==> config.mk <==
export PLATFORM = sky130hd
export DESIGN_NAME = lsu
export DESIGN_NICKNAME = d
export VERILOG_FILES = /design/src/rtl/lsu_pkg.sv /design/src/rtl/lsu_align.sv /design/src/rtl/lsu.sv
export SDC_FILE = /design/constraint.sdc
export NUM_CORES = 1
export LEC_CHECK = 0
export ABC_AREA = 0
export BUFFER_PORTS_ARGS = -buffer_cell sky130_fd_sc_hd__clkbuf_2
export CORE_UTILIZATION = 45
export CTS_BUF_LIST = sky130_fd_sc_hd__clkbuf_8
export CTS_CLUSTER_SIZE = 28
export DETAILED_ROUTE_END_ITERATION = 6
export GPL_TIMING_DRIVEN = 0
export HOLD_SLACK_MARGIN = 0.08
export PLACE_DENSITY = 0.84
export SYNTH_ARGS = -nofsm -noshare
export SYNTH_HDL_FRONTEND = slang
export SYNTH_SLANG_ARGS = --single-unit
==> constraint.sdc <==
create_clock -name clk -period 1.5 [get_ports clk]
set_input_delay 0.225 -clock clk [delete_from_list [all_inputs] [get_ports clk]]
set_output_delay 0.225 -clock clk [all_outputs]
set_load 0.005 [all_outputs]
==> src/rtl/lsu_pkg.sv <==
// LSU shared types: memory op / size encodings and FSM states.
// Imported by the LSU top and its lane-alignment helper.
package lsu_pkg;

    typedef enum logic [1:0] {
        OP_NONE  = 2'b00,
        OP_LOAD  = 2'b01,
        OP_STORE = 2'b10,
        OP_RSVD  = 2'b11
    } memop_t;

    typedef enum logic [1:0] {
        SZ_BYTE = 2'b00,
        SZ_HALF = 2'b01,
        SZ_WORD = 2'b10,
        SZ_RSVD = 2'b11
    } memsize_t;

    typedef enum logic [1:0] {
        S_IDLE    = 2'b00,
        S_ACCESS  = 2'b01,
        S_RESPOND = 2'b10
    } state_t;

endpackage

==> src/rtl/lsu_align.sv <==
// LSU lane logic: byte enables, store replication and
// load lane extraction with sign/zero extension.
module lsu_align
    import lsu_pkg::*;
#(
    parameter int WIDTH = 32
) (
    input  logic [1:0]       off_i,
    input  memsize_t         size_i,
    input  logic             uns_i,
    input  logic [WIDTH-1:0] wdata_i,
    input  logic [WIDTH-1:0] rdata_i,
    output logic [3:0]       be_o,
    output logic [WIDTH-1:0] wdata_o,
    output logic [WIDTH-1:0] rdata_o
);

    logic [WIDTH-1:0] shifted;

    assign shifted = rdata_i >> {off_i, 3'b000};

    // Select lanes for the access size and extend the load lane.
    always_comb begin
        be_o    = 4'b1111;
        wdata_o = wdata_i;
        rdata_o = rdata_i;
        case (size_i)
            SZ_BYTE: begin
                be_o    = 4'b0001 << off_i;
                wdata_o = {(WIDTH/8){wdata_i[7:0]}};
                rdata_o = uns_i ?
                    {{(WIDTH-8){1'b0}}, shifted[7:0]} :
                    {{(WIDTH-8){shifted[7]}}, shifted[7:0]};
            end
            SZ_HALF: begin
                be_o    = 4'b0011 << {off_i[1], 1'b0};
                wdata_o = {(WIDTH/16){wdata_i[15:0]}};
                rdata_o = uns_i ?
                    {{(WIDTH-16){1'b0}}, shifted[15:0]} :
                    {{(WIDTH-16){shifted[15]}}, shifted[15:0]};
            end
            default: begin
                be_o    = 4'b1111;
                wdata_o = wdata_i;
                rdata_o = rdata_i;
            end
        endcase
    end

endmodule

==> src/rtl/lsu.sv <==
// Load/store unit: accepts one access from execute, runs a
// req/ack transfer to data memory and reports Done/Misaligned.
module lsu
    import lsu_pkg::*;
#(
    parameter int WIDTH = 32
) (
    input  logic             clk,
    input  logic             rst_n,
    input  logic             Valid,
    input  logic [1:0]       MemOp,
    input  logic [1:0]       MemSize,
    input  logic             MemUnsigned,
    input  logic [WIDTH-1:0] ALUResult,
    input  logic [WIDTH-1:0] WriteData,
    output logic             Stall,
    output logic             Done,
    output logic [WIDTH-1:0] ReadData,
    output logic             Misaligned,
    output logic             mem_req,
    output logic             mem_we,
    output logic [WIDTH-1:0] mem_addr,
    output logic [WIDTH-1:0] mem_wdata,
    output logic [3:0]       mem_be,
    input  logic             mem_ack,
    input  logic [WIDTH-1:0] mem_rdata
);

    state_t           state_q, state_d;
    memop_t           op_in, op_q;
    memsize_t         size_in, size_q;
    logic [WIDTH-1:0] addr_q, wdata_q, rd_q;
    logic             uns_q, mis_q;
    logic             accept, mis_now, in_acc;
    logic [3:0]       be;
    logic [WIDTH-1:0] wrep, rext;

    assign op_in   = memop_t'(MemOp);
    assign size_in = memsize_t'(MemSize);
    assign in_acc  = (state_q == S_ACCESS);

    // Reset gates acceptance so Stall reads 0 while rst_n is low.
    assign accept = rst_n && (state_q == S_IDLE) && Valid &&
                    (op_in == OP_LOAD || op_in == OP_STORE);

    assign mis_now = (size_in == SZ_RSVD) ||
                     (size_in == SZ_HALF && ALUResult[0]) ||
                     (size_in == SZ_WORD && ALUResult[1:0] != 2'b00);

    lsu_align #(.WIDTH(WIDTH)) u_align (
        .off_i   (addr_q[1:0]),
        .size_i  (size_q),
        .uns_i   (uns_q),
        .wdata_i (wdata_q),
        .rdata_i (mem_rdata),
        .be_o    (be),
        .wdata_o (wrep),
        .rdata_o (rext)
    );

    // State register.
    always_ff @(posedge clk or negedge rst_n) begin
        if (!rst_n) state_q <= S_IDLE;
        else        state_q <= state_d;
    end

    // Next-state: misaligned accesses skip the memory transfer.
    always_comb begin
        state_d = state_q;
        case (state_q)
            S_IDLE:
                if (accept) state_d = mis_now ? S_RESPOND : S_ACCESS;
            S_ACCESS:
                if (mem_ack) state_d = S_RESPOND;
            S_RESPOND:
                state_d = S_IDLE;
            default:
                state_d = S_IDLE;
        endcase
    end

    // Capture the access at acceptance; latch load data on ack.
    always_ff @(posedge clk or negedge rst_n) begin
        if (!rst_n) begin
            addr_q  <= '0;
            wdata_q <= '0;
            size_q  <= SZ_BYTE;
            uns_q   <= 1'b0;
            op_q    <= OP_NONE;
            mis_q   <= 1'b0;
            rd_q    <= '0;
        end else begin
            if (accept) begin
                addr_q  <= ALUResult;
                wdata_q <= WriteData;
                size_q  <= size_in;
                uns_q   <= MemUnsigned;
                op_q    <= op_in;
                mis_q   <= mis_now;
            end
            if (in_acc && mem_ack && op_q == OP_LOAD)
                rd_q <= rext;
        end
    end

    assign Stall      = in_acc || accept;
    assign Done       = (state_q == S_RESPOND);
    assign Misaligned = (state_q == S_RESPOND) && mis_q;
    assign ReadData   = rd_q;
    assign mem_req    = in_acc;
    assign mem_we     = in_acc && (op_q == OP_STORE);
    assign mem_addr   = in_acc ? {addr_q[WIDTH-1:2], 2'b00} : '0;
    assign mem_wdata  = in_acc ? wrep : '0;
    assign mem_be     = in_acc ? be : 4'b0000;

endmodule

After elaboration in Yosys (flattened, before gate mapping) --
Cells that the tools add are included.
Word-level totals: word-level logic and storage cells 52, bits in registers 104, input bits 105, output and inout port bits 105
Cells by class: equal/unequal tests 12, multiplexer cells 12, shift operators 3, reduce and logical (&&, ||, !) cells 17
Operators with widths (count):
- 2-to-1 mux 32 bit | 4
- one-hot mux 32 bit (2 select lines) | 2
- >> shifter 32 x 5 -> 16 bit | 1
- equality test 2 x 1 -> 1 bit, second input constant | 5
- equality test 2 bit, second input constant | 5
- logical AND 1 bit | 9
- one-hot mux 4 bit (2 select lines) | 1
- 2-to-1 mux 2 bit | 3
- zero test 2 bit | 2
- logical OR 1 bit | 4
- 2-to-1 mux 4 bit | 1
- != test 2 bit, second input constant | 2
- one-hot mux 2 bit (2 select lines) | 1
- left shift 1 x 2 -> 4 bit, first input constant | 1
- left shift 2 x 2 -> 4 bit, first input constant | 1
- AND reduction 2 bit | 1
- nonzero test 2 bit | 1

Longest topological paths before layout --
Gate-level depths: netlist of run 1.
depth after elaboration 7, depth in mapped cells 7, mapped depth without buffers 4

Cells and area by module --
A second synthesis of run 1 with hierarchy kept.
Second synthesis, totals: cell total of the unflattened synthesis 515, area, all modules 5975.7 um^2
Modules (own cells, without submodules):
- lsu | cells each 316, area each 4714.5 um^2, sequential area each 2602.5 um^2, instances 1
- lsu_align | cells each 199, area each 1261.2 um^2, sequential area each 0.0 um^2, instances 1

Least setup slack after synthesis of run 1 --
Ideal clock, no wire load.
path kind register to register, start point reg addr_q[0], end point reg rd_q[21] (netlist: ReadData[21]), clock period less this slack 1.593 ns, required time 1.375 ns, buffers on the path 2, stages on the path, launching flop included 6, arrival time 1.468 ns, library setup time 0.125 ns, setup slack -0.093 ns, cells stage by stage dfrtp_1 > buf_6 > mux4_2 > o2111ai_4 > buf_6 > nand3_1
Between the ends: longest elaborated chain between the ends 3, elaborated cells between the ends (all ways) 4, classes of those cells shift: 1; mux: 3
RTL lines:
- from (decl) | line lsu.sv:32 | logic [WIDTH-1:0] addr_q, wdata_q, rd_q;
- from (signal assigned) | line lsu.sv:94 | addr_q <= ALUResult;
- >> shifter 32 x 5 -> 16 bit * | line lsu_align.sv:20 | assign shifted = rdata_i >> {off_i, 3'b000};
- 2-to-1 mux 32 bit (on tied branches) | line lsu_align.sv:38, lsu_align.sv:31
- one-hot mux 32 bit (2 select lines) * | line lsu_align.sv:27 | case (size_i)
- to (signal assigned) | line lsu.sv:102 | rd_q <= rext;
- to (decl) | line lsu.sv:32
Mark *: on every way between the ends. The rest lies on a longest branch, timed or not. A chain may end at the register's enable or synchronous reset.

Final worst setup path of run 1 --
start point reg size_q[0], end point out mem_wdata[28]
Between the ends: longest elaborated chain between the ends 3, elaborated cells between the ends (all ways) 4, classes of those cells eq/ne: 1; mux: 2; reduce/logical: 1
RTL lines:
- from (decl) | line lsu.sv:31 | memsize_t size_in, size_q;
- from (signal assigned) | line lsu.sv:96 | size_q <= size_in;
- equality test 2 x 1 -> 1 bit / zero test 2 bit (equally long branches) | line lsu_align.sv:27
- one-hot mux 32 bit (2 select lines) * | line lsu_align.sv:27
- 2-to-1 mux 32 bit * | line lsu.sv:113 | assign mem_wdata = in_acc ? wrep : '0;
- to (decl) | line lsu.sv:23 | output logic [WIDTH-1:0] mem_wdata,
Marks and branches as above.

==> run summary, run 1 <==
First-pass GRT wire length - 27,530 um
Crit Path Class - flop to output port
Clock sink count - 104
N_diodes - 0
Placed cell areas - 0.006450 sq mm
Filler cell count - 656
Maximum VDD drop - 0.0008557 V
Routability congestion estimate - 0.9155
Crit end category - output port
Met3 wire length - 1586 um
Worst Path Required - 1.27 ns
Status - finished, violations left
Synth Instances - 484
Initial Util - 47.18%
Cells after DPL - 833
DR WL/cell - 20.89 um
Startpoint types - flop
Vias/cell - 5.567
Overall routed net length - 20,180 um
Violated checks - hold timing, setup timing
Pwr/cell area - 1245 mW/mm^2
Slew @ Worst Pin - 0.6555 ns
Layout cell share with drive strength beyond 1 - 56.05%
Clk buf depth - 2
Unrepaired setup endpoints after global routing - yes
Design area - 0.008748 sq mm
Dpl hpwl - 11,260 um
Port Buffer Count - 207
DRT antenna net count - 0
Finish-stage setup viols - 173
DR WL met2 - 10,180 um
Setup WS post-layout - -0.4169 ns
Final Hold Fails - 41
Initial antenna violation count - 0
Clk_lat worst skew - 0.40 ns
Total GRT Usage - 31.25%
Achievable frequency - 521.7 MHz
I/O pin count - 210
Vias in the first global route - 5,354
CP arrival - 1.69 ns
Clock transition at the registers of the reported paths - 0.12 ns
Fin cells - 966
CTS H-tree lvls - 3
Die area - 0.01200 sq mm
Slew Viols, Final - 0
Largest net degree at the start of global routing - 64
Die W - 109.5 um
Synthesized cell area - 0.005204 sq mm
LEAKAGE - 4.393 nW
Critical Path Fanout Max - 8
Final Power - 0.01089 W
DRC errors left - 0
Core Area - 0.01103 sq mm
CTS tree - yes
Post-synthesis sequential area ratio - 50.01%
Hold WS - -0.1360 ns
Library cells used by synthesis - 34
Detailed-router iteration count before antenna repair - 4
DR top layer - met4
Setup Total Neg Slack - -44.64 ns
Cts hold-fix bufs - 64
Vias - 5,378
GRT overflow - 0
CTS root buf - clkbuf_8
Hold Crit Class - input port to async pin
Avg Synthesized Cell Area - 10.75 sq um
Synth warn - 0
Max-cap viol count - 0
Yosys reg bits - 104
Die height - 109.5 um
# rows - 38
FF+latch area - 0.002605 sq mm
Layout Area Growth over Synthesis - 68.12%
Fin Clk Skew - 0.02423 ns
Final nets - 926
Final period util - 127.8%
Met1 WL - 7673 um
Min Tclk post-route - 1.917 ns
Initial DRC Count - 364
Multi-input logic area - 0.002684 sq mm
CTS buffer count - 9
Max-slew headroom - 56.30%
==> layout by cell type (no fill, tap or decap), types with 3 or more instances in the layout <==
cell type	count
a21oi_1	15
a21oi_2	9
a22oi_1	13
and2_1	10
and2_4	29
buf_12	6
buf_16	7
buf_2	14
buf_4	28
buf_6	52
buf_8	14
clkbuf_16	5
clkbuf_2	166
clkbuf_4	4
clkbuf_8	9
dfrtp_1	102
dlygate4sd3_1	64
mux2_2	67
mux2_4	7
mux2i_1	18
nand2_1	42
nand2_2	7
nand3_1	26
nand3_2	6
nand3b_1	3
nor2_1	26
nor2_4	4
o211ai_1	7
o21a_1	7
o22a_1	8
o2bb2ai_1	7
==> registers in the layout (all words and copies together) (netlist names) <==
signal / count
wdata_q: 32
size_q: 2
ReadData: 32
addr_q: 32
op_q: 2
state_q: 2
uns_q: 1
mis_q: 1
==> kinds of logic (layout without fill, tap and decap cells) <==
group                     after synthesis  in the layout  share of synthesized area [%]
AOI/OAI and AO/OA                      76             76                          10.27
xor gates and xnor gates                1              1                         0.1683
buffers and inverters                  43            383                          4.111
DFF                                   104            104                          50.01
muxes                                  94             94                          20.10
other                                   1              2                        0.07206
and+or+nand+nor                       165            166                          15.27
==> power by group <==
group	switching [W]	internal [W]	total, W
clock	0.00109	0.000790	0.00188
combinational	0.00210	0.00253	0.00463
sequential	0.000680	0.00371	0.00439
==> worst paths after layout <==
check,startpoint,endpoint,slack [ns],cells after the start
max reg2reg,state_q[0],wdata_q[16],-0.32,7
min,rst_n,state_q[1],-0.14,1
max,size_q[0],mem_wdata[28],-0.42,7
min in group clk,ALUResult[1],addr_q[1],0.10,2
min reg2reg,ReadData[3],ReadData[3],0.50,1
max in group asynchronous,rst_n,addr_q[1],0.88,2
==> routing by layer <==
metal | up-vias | GRT usage, %
li1 | 2368 | -
met1 | 2636 | 35.45
met2 | 317 | 55.75
met3 | 57 | 6.165
met4 | 0 | 15.81
met5 | - | 0
==> final cells by class <==
type                    instances  area share (%)
flip-flops and latches        104           29.78
inverters                       5          0.3289
repair buffers                329           30.32
multi-input cells             339           30.68
plain buffers                  33           4.562
clock inverters                 7          0.9153
well taps                     140           2.002
clock buffers                   9           1.416
==> cell usage after synthesis <==
cell	n	share of area [%]
dfrtp_1	104	50
mux2_2	74	16
nand2_1	50	3.6
and2_1	39	4.7
nand3_1	32	3.1
nor2_1	31	2.2
a21oi_1	24	2.3
mux2i_1	19	3.7
buf_2	15	1.4
a22oi_1	14	2.0
clkbuf_1	12	0.87
o22a_1	8	1.3
o211ai_1	7	1.0
o21a_1	7	1.0
o2bb2ai_1	7	1.2
buf_4	5	0.72
inv_1	5	0.36
o21ai_0	5	0.48
buf_1	4	0.29
nand3b_1	3	0.43
nor2b_1	3	0.36
buf_6	2	0.43
nand2b_1	2	0.24
nor3_1	2	0.19
conb_1	1	0.072
mux4_2	1	0.43
nand4_1	1	0.12
nor3_2	1	0.19
o2111ai_4	1	0.51
o21bai_1	1	0.14
o22ai_1	1	0.12
o31ai_1	1	0.14
or3_1	1	0.12
xor2_1	1	0.17
==> timing repair <==
item | CTS | global route
buffers inserted | 26 | 18
gates cloned | 13 | 5
hold endpoints to repair | 106 | 41
resized for setup | 109 | 170
endpoints found under the setup margin | 173 | 174
pin swaps | 10 | 25
==> through the flow <==
step | setup slack [ns] | utilization [%]
floorplan | -0.09276 | -
global placement | -2.667 | 58.20
detailed placement | -0.7592 | 58.47
CTS | -0.3628 | 73.46
global route | -0.4622 | 79.31
finish | -0.4169 | 79.31
==> worst max-delay path: stages (launching register included) <==
cell,delay (ns)
dfrtp_1,0.35
buf_6,0.15
buf_8,0.14
mux2i_1,0.25
nor2_1,0.08
a21oi_1,0.15
nor2_1,0.06
clkbuf_2,0.12
Note: power is estimated with default switching activity, not from simulation.
==> run 2: changes to the inputs <==
Settings changed: PLACE_DENSITY 0.84 to 0.81.
Clock period 1.5 ns to 1.9 ns, I/O delays scaled along.
==> run 2 against run 1 <==
  * The run ends with setup timing left
  * Register-to-register slack better by 0.43 ns
  * Non-clock buffer count decreased by 97
  * Clock-buffer cell count grew 1
  * Combinational power fell by 37%
  * Sequential power is 23% lower
  * Core utilization down 15 points
  * Critical path type unchanged
==> run summary, run 2 (same netlist as run 1, synthesis figures left out) <==
Core Area - 0.01103 sq mm
Die area - 0.01200 sq mm
Layout cell share with drive strength beyond 1 - 53.71%
Violated checks - setup timing
Unrepaired setup endpoints after global routing - yes
CTS tree - yes
Vias in the first global route - 4,702
Worst Path Required - 1.62 ns
Final Power - 0.007880 W
Hold EP - state_q[0]
Largest delay share family, worst path - buffers and inverters
Die height - 109.5 um
Clock transition at the registers of the reported paths - 0.10 ns
Vias/cell - 5.372
DRC errors left - 0
Crit Path Class - flop to output port
CP Buf/Inv Count - 3
Startpoint types - flop
Pwr/cell area - 1107 mW/mm^2
Status - finished, violations left
Hold Crit Class - input port to flop
DRT antenna net count - 0
Vias - 4,663
Slew @ Worst Pin - 0.6106 ns
Setup WS post-layout - -0.001934 ns
Layout Area Growth over Synthesis - 36.79%
Die W - 109.5 um
Final period util - 100.1%
I/O pin count - 210
CTS buffer count - 9
Clock sink count - 104
Final Hold Fails - 0
Max-slew headroom - 59.21%
CTS H-tree lvls - 3
Worst path depth - 7
Initial DRC Count - 184
Port Buffer Count - 207
Most common cell after layout, fill and taps aside - clkbuf_2
LEAKAGE - 3.644 nW
Most frequent cells in the layout - 199 x clkbuf_2, 102 x dfrtp_1, 74 x mux2_2, 40 x nand2_1, 32 x nand3_1
Dpl hpwl - 11,370 um
Finish-stage setup viols - 1
CP max-delay cell - dfrtp_1
N_diodes - 0
Total GRT Usage - 26.54%
Detailed-router iteration count before antenna repair - 5
CP Cell Sequence - buf_6, buf_12, mux2i_1, nor2_1, a21oi_1, nor2_1, clkbuf_2
First-pass GRT wire length - 23,720 um
Min Tclk post-route - 1.902 ns
Slew Viols, Final - 0
Largest net degree at the start of global routing - 64
Initial antenna violation count - 0
CTS root buf - clkbuf_8
R2R Path End - wdata_q[6]
Critical path's largest stage delay - 0.35 ns
Placed cell areas - 0.006449 sq mm
Clk_lat worst skew - 0.39 ns
Clk buf depth - 2
Maximum VDD drop - 0.0006267 V
Critical Path Fanout Max - 6
Worst hold start - mem_ack
# rows - 38
Setup slack, reg-to-reg - 0.11 ns
DR WL/cell - 17.93 um
Crit end category - output port
Reg2reg start - state_q[1]
Overall routed net length - 15,560 um
Achievable frequency - 525.8 MHz
CP dominant cell by count - nor2_1
Final nets - 828
Hold path cells - 2
Worst Reg-to-Reg Cells - 7
Design area - 0.007118 sq mm
Placement Setup Slack - -0.5129 ns
GRT overflow - 0
Final Core Density - 64.53%
Initial Util - 47.18%
Fin Clk Skew - 0.01414 ns
Routability congestion estimate - 0.9065
CP arrival - 1.62 ns
Max-cap viol count - 0
==> run 2: changes by cell type in the layout (fill, tap and decap cells not counted), sizes merged <==
cell,delta
clkinvlp,-2
buf,-63
bufinv,+1
dlygate4sd3,-63
clkbuf,+31
bufbuf,-1
nor2,-1
==> run 2: area by class of cell <==
type / count / area (sq um)
tap: 140 / 175.2
clock inverter: 6 / 82.58
fill: 923 / 3913
buffer: 36 / 281.5
inverter: 5 / 23.77
timing repair buffer: 229 / 1287
clock buffer: 10 / 137.6
sequential: 104 / 2605
multi-input combinational: 338 / 2525
==> run 2: stage by stage <==
step | hold slack, ns | setup TNS, ns | cells
2_1_floorplan | -0.01059 | 0 | 485
3_3_place_gp | 0.4450 | -263.41 | 832
3_5_place_dp | 0.3556 | -30.18 | 833
4_1_cts | 0.09818 | -0.2955 | 861
5_1_grt | 0.1109 | -1.085 | 868
6_report | 0.1175 | -0.001934 | 868
==> run 2: where the power goes <==
part | switching [W] | internal, W | total [W]
logic | 0.00141 | 0.00152 | 0.00293
clock network | 0.000776 | 0.000774 | 0.00155
registers | 0.000476 | 0.00293 | 0.00340
==> run 2: what timing repair did <==
action / 4_1_cts / 5_1_grt
gates resized for setup: 52 / 52
hold endpoints to repair: 41 / 0
hold buffers: 2 / 0
setup endpoints to repair: 124 / 71
pin swaps: 13 / 12
cloned: 2 / 0
buffers inserted: 10 / 7
==> run 2: how the worst max path moves through the flow <==
stage                    endpoint  slack [ns]        from
finish              mem_wdata[27]      -0.002   size_q[0]
global route        mem_wdata[29]       -0.09   size_q[0]
CTS                   mem_addr[7]       -0.03  state_q[0]
detailed placement          Stall       -0.51       rst_n
global placement            Stall       -2.53       rst_n
floorplan            ReadData[21]        0.31   addr_q[0]
==> run 2: routing by layer <==
layer | vias to the layer above | track usage (%) | share of wire [%]
met5 | - | 0 | 0
met4 | 0 | 10.76 | 1.7
met3 | 23 | 6.402 | 8.5
met2 | 201 | 45.19 | 49
met1 | 2275 | 32.25 | 41
li1 | 2164 | - | -
